--- config.mk ---
export PLATFORM = sky130hd
export DESIGN_NAME = limb_serial_adder
export DESIGN_NICKNAME = d
export VERILOG_FILES = /design/src/rtl/adder_pkg.sv /design/src/rtl/limb_add_cin.sv /design/src/rtl/limb_serial_adder.sv
export SDC_FILE = /design/constraint.sdc
export NUM_CORES = 1
export LEC_CHECK = 0
export ABC_CLOCK_PERIOD_IN_PS = 2600
export CAP_MARGIN = 20
export CORE_AREA = 8 8 62 64
export CTS_BUF_LIST = sky130_fd_sc_hd__clkbuf_8
export CTS_CLUSTER_DIAMETER = 120
export DETAILED_ROUTE_END_ITERATION = 16
export DIE_AREA = 0 0 70 72
export GPL_TIMING_DRIVEN = 0
export PLACE_DENSITY = 0.79
export SYNTH_ARGS = -nofsm -noshare
export SYNTH_HDL_FRONTEND = slang
export SYNTH_SLANG_ARGS = --single-unit
--- constraint.sdc ---
create_clock -name i_clk -period 2.6 [get_ports i_clk]
set_clock_uncertainty 0.15 [all_clocks]
set_input_delay 0.39 -clock i_clk [delete_from_list [all_inputs] [get_ports i_clk]]
set_output_delay 0.39 -clock i_clk [all_outputs]
set_load 0.01 [all_outputs]
--- src/rtl/adder_pkg.sv ---
// Shared types and constants for the limb-serial adder.
// LIMB_W matches the existing 10-bit adder datapath.
package adder_pkg;

    typedef enum logic {
        IDLE = 1'b0,
        BUSY = 1'b1
    } state_e;

    localparam int LIMB_W = 10;

    // Counter must be able to represent MAX_LIMBS itself.
    function automatic int cnt_width(input int max_limbs);
        return $clog2(max_limbs + 1);
    endfunction

endpackage

--- src/rtl/limb_add_cin.sv ---
// Combinational WIDTH-bit add with carry-in; result is {cout, sum}.
module limb_add_cin #(
    parameter int WIDTH = 10
) (
    input  logic [WIDTH-1:0] a_i,
    input  logic [WIDTH-1:0] b_i,
    input  logic             cin_i,
    output logic [WIDTH:0]   res_o
);

    // Extend before adding so the carry is never truncated.
    assign res_o = {1'b0, a_i} + {1'b0, b_i} + {{WIDTH{1'b0}}, cin_i};

endmodule

--- src/rtl/limb_serial_adder.sv ---
// Multi-precision adder: operand limbs arrive LSB-first on a valid/ready stream,
// the carry is held between beats, and each beat yields one registered sum limb.
module limb_serial_adder
    import adder_pkg::*;
#(
    parameter int WIDTH     = LIMB_W,
    parameter int MAX_LIMBS = 8,
    parameter int CNT_W     = cnt_width(MAX_LIMBS)
) (
    input  logic             i_clk,
    input  logic             i_rst_n,
    input  logic [WIDTH-1:0] i_add_term1,
    input  logic [WIDTH-1:0] i_add_term2,
    input  logic             i_first,
    input  logic             i_last,
    input  logic             i_valid,
    output logic             o_ready,
    output logic [WIDTH-1:0] o_sum,
    output logic             o_cout,
    output logic             o_last,
    output logic             o_err,
    output logic             o_valid,
    input  logic             i_ready
);

    state_e           state_q, state_d;
    logic             carry_q, carry_d;
    logic [CNT_W-1:0] cnt_q, cnt_d;
    logic [WIDTH-1:0] sum_q, sum_d;
    logic             cout_q, cout_d;
    logic             last_q, last_d;
    logic             err_q, err_d;
    logic             valid_q, valid_d;

    logic             accept;
    logic             new_op;
    logic             cin;
    logic [WIDTH:0]   add_res;
    logic [CNT_W-1:0] cnt_nxt;
    logic             len_err;
    logic             proto_err;
    logic             op_end;

    assign o_ready = !valid_q || i_ready;
    assign accept  = i_valid && o_ready;

    // A beat in IDLE always starts a new operation, flagged or not.
    assign new_op    = (state_q == IDLE) || i_first;
    assign cin       = new_op ? 1'b0 : carry_q;
    assign proto_err = i_first ? (state_q == BUSY) : (state_q == IDLE);
    assign cnt_nxt   = new_op ? CNT_W'(1) : cnt_q + CNT_W'(1);
    assign len_err   = !i_last && (cnt_nxt == CNT_W'(MAX_LIMBS));
    assign op_end    = i_last || len_err;

    limb_add_cin #(.WIDTH(WIDTH)) u_add (
        .a_i   (i_add_term1),
        .b_i   (i_add_term2),
        .cin_i (cin),
        .res_o (add_res)
    );

    always_comb begin
        state_d = state_q;
        carry_d = carry_q;
        cnt_d   = cnt_q;
        sum_d   = sum_q;
        cout_d  = cout_q;
        last_d  = last_q;
        err_d   = err_q;
        valid_d = valid_q;
        if (accept) begin
            carry_d = add_res[WIDTH];
            sum_d   = add_res[WIDTH-1:0];
            cout_d  = op_end ? add_res[WIDTH] : 1'b0;
            last_d  = op_end;
            err_d   = proto_err || len_err;
            valid_d = 1'b1;
            if (op_end) begin
                state_d = IDLE;
                cnt_d   = '0;
            end else begin
                state_d = BUSY;
                cnt_d   = cnt_nxt;
            end
        end else if (i_ready) begin
            valid_d = 1'b0;
        end
    end

    always_ff @(posedge i_clk or negedge i_rst_n) begin
        if (!i_rst_n) begin
            state_q <= IDLE;
            carry_q <= 1'b0;
            cnt_q   <= '0;
            sum_q   <= '0;
            cout_q  <= 1'b0;
            last_q  <= 1'b0;
            err_q   <= 1'b0;
            valid_q <= 1'b0;
        end else begin
            state_q <= state_d;
            carry_q <= carry_d;
            cnt_q   <= cnt_d;
            sum_q   <= sum_d;
            cout_q  <= cout_d;
            last_q  <= last_d;
            err_q   <= err_d;
            valid_q <= valid_d;
        end
    end

    assign o_sum   = sum_q;
    assign o_cout  = cout_q;
    assign o_last  = last_q;
    assign o_err   = err_q;
    assign o_valid = valid_q;

endmodule

# Yosys cells after proc, flatten, opt, wreduce, memory -nomap -nowiden
# Index checks and enable logic that the tools add are counted.
[totals]
regBits = 20
latchBits = 0
ram_bits = 0
rom_bits = 0
output_inout_bits = 15
memories = 0
[op_classes]
addsub = 3
n_mul = 0
n_div = 0
order_cmp = 0
n_eq_ne = 1
shifts = 0
n_mux = 8
bitwise_logic = 1
reduce_logical = 9
[ops]
columns = ["op", "n"]
rows = [
  ["$add A10 B10 Y11", 1],
  ["$add A11 B1 Y11", 1],
  ["$mux W4", 2],
  ["$mux W1", 6],
  ["$add A4 B1 Y4 const B", 1],
  ["$eq A4 B4 Y1 const B", 1],
  ["$logic_or A1 B1 Y1", 4],
  ["$logic_and A1 B1 Y1", 2],
  ["$logic_not A1 Y1", 2],
  ["$reduce_bool A2 Y1", 1],
  ["$not A1 Y1", 1],
]

# Depth between registers and ports, before layout
[logic_depth]
ltp_word = 7
ltp_mapped = 10

# Cells and area by module
# A second synthesis with hierarchy kept.
[hier_totals]
hier_cells = 145
area_unflattened_um2 = 1310.0
[modules_own_cells]
columns = ["module", "instances", "cells_each", "area_per_inst_um2"]
rows = [
  ["limb_serial_adder", 1, 91, 873.3],
  ["limb_add_cin", 1, 54, 436.7],
]

# Worst setup path after synthesis
# Ideal clock, no wire load.
[synth_path]
path_type = "in2reg"
from = "input port i_first"
to = "register sum_q[6] (netlist: o_sum[6])"
setup_time_ns = 0.092
arrival_time_ns = 2.258
t_required_ns = 2.358
setup_slack_ns = 0.100
path_stages = 10
n_path_buf = 0
cell_sequence = "inv_1 -> ha_1 -> nand2_1 -> fa_1 -> fa_1 -> nor2b_4 -> o31a_1 -> o21a_1 -> nor3_1 -> o31ai_2"
[synth_via]
elab_chain_cells = 3
[synth_rtl]
columns = ["item", "line_no", "text"]
rows = [
  ["start, declared", "limb_serial_adder.sv:14", "input logic i_first,"],
  ["$logic_or A1 B1 Y1", "limb_serial_adder.sv:48", "assign new_op = (state_q == IDLE) || i_first;"],
  ["$mux W1", "limb_serial_adder.sv:49", "assign cin = new_op ? 1'b0 : carry_q;"],
  ["$add A11 B1 Y11", "limb_add_cin.sv:12", "assign res_o = {1'b0, a_i} + {1'b0, b_i} + {{WIDTH{1'b0}}, cin_i};"],
  ["end signal, assigned", "limb_serial_adder.sv:104", "sum_q <= sum_d;"],
  ["end, declared", "limb_serial_adder.sv:29", "logic [WIDTH-1:0] sum_q, sum_d;"],
]
# No other way between the ends.
# A chain may end at the register's enable or synchronous reset.

# Worst setup path after layout
[layout_path]
from = "input port i_add_term1[0]"
to = "register sum_q[4] (netlist: o_sum[4])"
[layout_via]
elab_chain_cells = 2
[layout_rtl]
columns = ["item", "line_no", "text"]
rows = [
  ["start, declared", "limb_serial_adder.sv:12", "input logic [WIDTH-1:0] i_add_term1,"],
  ["$add A10 B10 Y11", "limb_add_cin.sv:12", ""],
  ["$add A11 B1 Y11", "limb_add_cin.sv:12", ""],
]
# No other way between the ends.

==> metrics.txt <==
outcome finished, final reports clean; largest net degree at the start of global routing 21; drc violations 0; Worst Path Arrival 2.45 ns; Logic pwr share 37.2%; Longest Clk Path Bufs 2; Worst Max-Slew Pin Slew 0.8732 ns; row cnt 20; Setup-failing EPs final 0; gr ovfl total 0; CTS clk-pin slew, worst paths 0.07 ns; RSZ-0062 raised after global routing no; Fill cells 263; hold depth 2; TritonRoute pass-1 iters 4; Seq pwr share 41.3%; FMAX 0.4093 GHz; top cells by area, synth dfrtp_1, ha_1, nand2_1; initial DRC count 63; synthesized cell area 1316 sq um; Die X 70 um; Routed WL 3.281 mm; EDFF count, synth 0; HP Class reg2reg; TritonCTS buffer count 3; Internal 0.6545 mW; clock share of power 21.6%; Via density 5.583; Sequential Area 500.5 sq um; P_sw 0.2884 mW; share of layout cells above drive strength 1 12.11%; worst path required time 2.60 ns; Worst Hold Slack 0.3308 ns; asr flop ratio synth 100.0%; Synth Register Bits 20; CTS sink cnt 20; Final Slew Violations 0; I/O pin count 41; critical path type in2reg; minimum clock period 2.443 ns; vias in the first global route 1,292; pre-CTS WS -0.5289 ns; most frequent cells in the layout clkdlybuf4s50_1, dfrtp_1, nand2_1; Hold Fails Final Rpt 0; core area 2903 sq um; die height 72 um; worst vdd ir 0.3848 mV; Post-Syn Instances 142; Yosys top cell by area dfrtp_1; routing usage on met1 13.12%; initial antenna violation count 0; via count 1,245; Clock Latency Late Sink 0.25 ns; Syn-to-layout area delta 41.25%; Cell Pwr Density 507.1 nW/um^2; Post-synth top flop dfrtp_1; Tot GR Track Use 12.80%; Final ANT Viol Nets 0; first-pass GRT wire length 5.430 mm; dpl cell area 1758 sq um; global route hottest layer met2; CTS tree done; sequential area share after synthesis 38.02%; Synth Net Count 181; Cell variety after synth 27; ant diodes 0; PortBufs 40; Final WS setup 0.1565 ns; multi-input combinational cell area 787.0 sq um; DIE AREA 5040 sq um; Sw Ratio 30.58%; Crit Path Max Fanout 4; most common cell after layout, fill and taps aside clkdlybuf4s50_1; max-cap viol count 0; gpl congestion 0.8214; H-tree levels 1; final worst path period share 93.98%; Yosys warnings 0; met3 Use GR 4.093%; post-synth top area share 38.02%; cell area after layout 1859 sq um; synthesized area per cell 9.269 sq um; Critical Path Sink Type flop; WL/cell 14.71 um; initial core utilization 45.34%; startpoint types input port; nets 231; final HPWL from detailed placement 2.553 mm; root buf cell clkbuf_8; slew margin rel. 41.60%; met2 GRT Util 23.25%; R2R depth 10; cell leakage power 0.8482 nW
## logic make-up (layout without fill, tap and decap cells)
family | Yosys count | after routing | share of synthesized area [%]
buffers and inverters | 12 | 60 | 3.707
flip-flops | 20 | 20 | 38.02
XOR/XNOR | 2 | 2 | 1.331
AO/OA/AOI/OAI | 45 | 45 | 24.14
adder cells (fa/ha/maj) | 13 | 13 | 13.50
AND/OR/NAND/NOR | 49 | 49 | 18.54
multiplexers | 1 | 1 | 0.7605
## synth_stat cells, drive strengths merged (3+ instances only)
cell     n
nor2    10
o21ai   12
a211oi   5
buf      3
nand2b   4
o31ai    7
a21oi    5
inv      9
nor2b    4
a21o     5
dfrtp   20
nand2   19
o21a     7
ha      11
nor3     8
## power groups by stage
stage	Sequential, mW	Clock [mW]	Combinational (mW)
after floorplan	0.409	0	0.152
after global placement	0.392	0	0.328
after detailed placement	0.394	0	0.336
after CTS	0.390	0.200	0.347
after global routing	0.398	0.217	0.381
final	0.389	0.203	0.350
## routing by layer
| layer | wire length [um] | vias to the layer above |
|---|---|---|
| li1 | - | 599 |
| met1 | 1337 | 599 |
| met2 | 1686 | 39 |
| met3 | 190 | 8 |
| met4 | 67 | 0 |
| met5 | 0 | - |
## path summary, 6_finish.rpt
kind	startpoint	to	slack (ns)
max in group asynchronous	i_rst_n	o_last$_DFFE_PN0P_	1.29
min in group asynchronous	i_rst_n	o_sum[1]$_DFFE_PN0P_	0.48
max	i_add_term1[0]	o_sum[4]$_DFFE_PN0P_	0.16
min	o_err$_DFFE_PN0P_	o_err$_DFFE_PN0P_	0.33
max reg2reg	state_q$_DFFE_PN0P_	o_sum[4]$_DFFE_PN0P_	0.25
min reg2reg	o_err$_DFFE_PN0P_	o_err$_DFFE_PN0P_	0.33
## layout make-up
class,instances,area share [%]
buffer,3,0.8075
clock buffer,3,2.221
inverter,9,1.817
multi-input combinational,110,42.33
sequential,20,26.92
tap,33,2.221
timing repair buffer,45,23.69
## metrics by stage
stage	cells	util, %	total power [mW]	TNS (ns)
2_1_floorplan	142	-	0.5618	0
3_3_place_gp	215	60.56	0.7203	-2.538
3_5_place_dp	215	60.56	0.7302	-2.804
4_1_cts	221	63.45	0.9373	0
5_1_grt	223	64.05	0.9950	0
6_report	223	64.05	0.9429	0
## critical path, cell delays in order
cell             delay [ns]
clkdlybuf4s50_1        0.45
inv_1                  0.05
fa_2                   0.40
fa_2                   0.38
nor2b_4                0.13
o31a_1                 0.21
buf_4                  0.14
buf_4                  0.09
a211oi_1               0.04
a21o_1                 0.16
## registers in the layout, summed over array words and instances (netlist names)
name / cells
o_err: 1
state_q: 1
o_valid: 1
cnt_q: 4
o_last: 1
o_cout: 1
o_sum: 10
carry_q: 1
## timing repair
item | in CTS | in global routing
gates resized for setup | 6 | 2
pin swaps | 6 | 3
setup endpoints to repair | 5 | 5
setup buffers | 3 | 2
hold buffers | 0 | 0
Power figures use the tool's default switching activity.
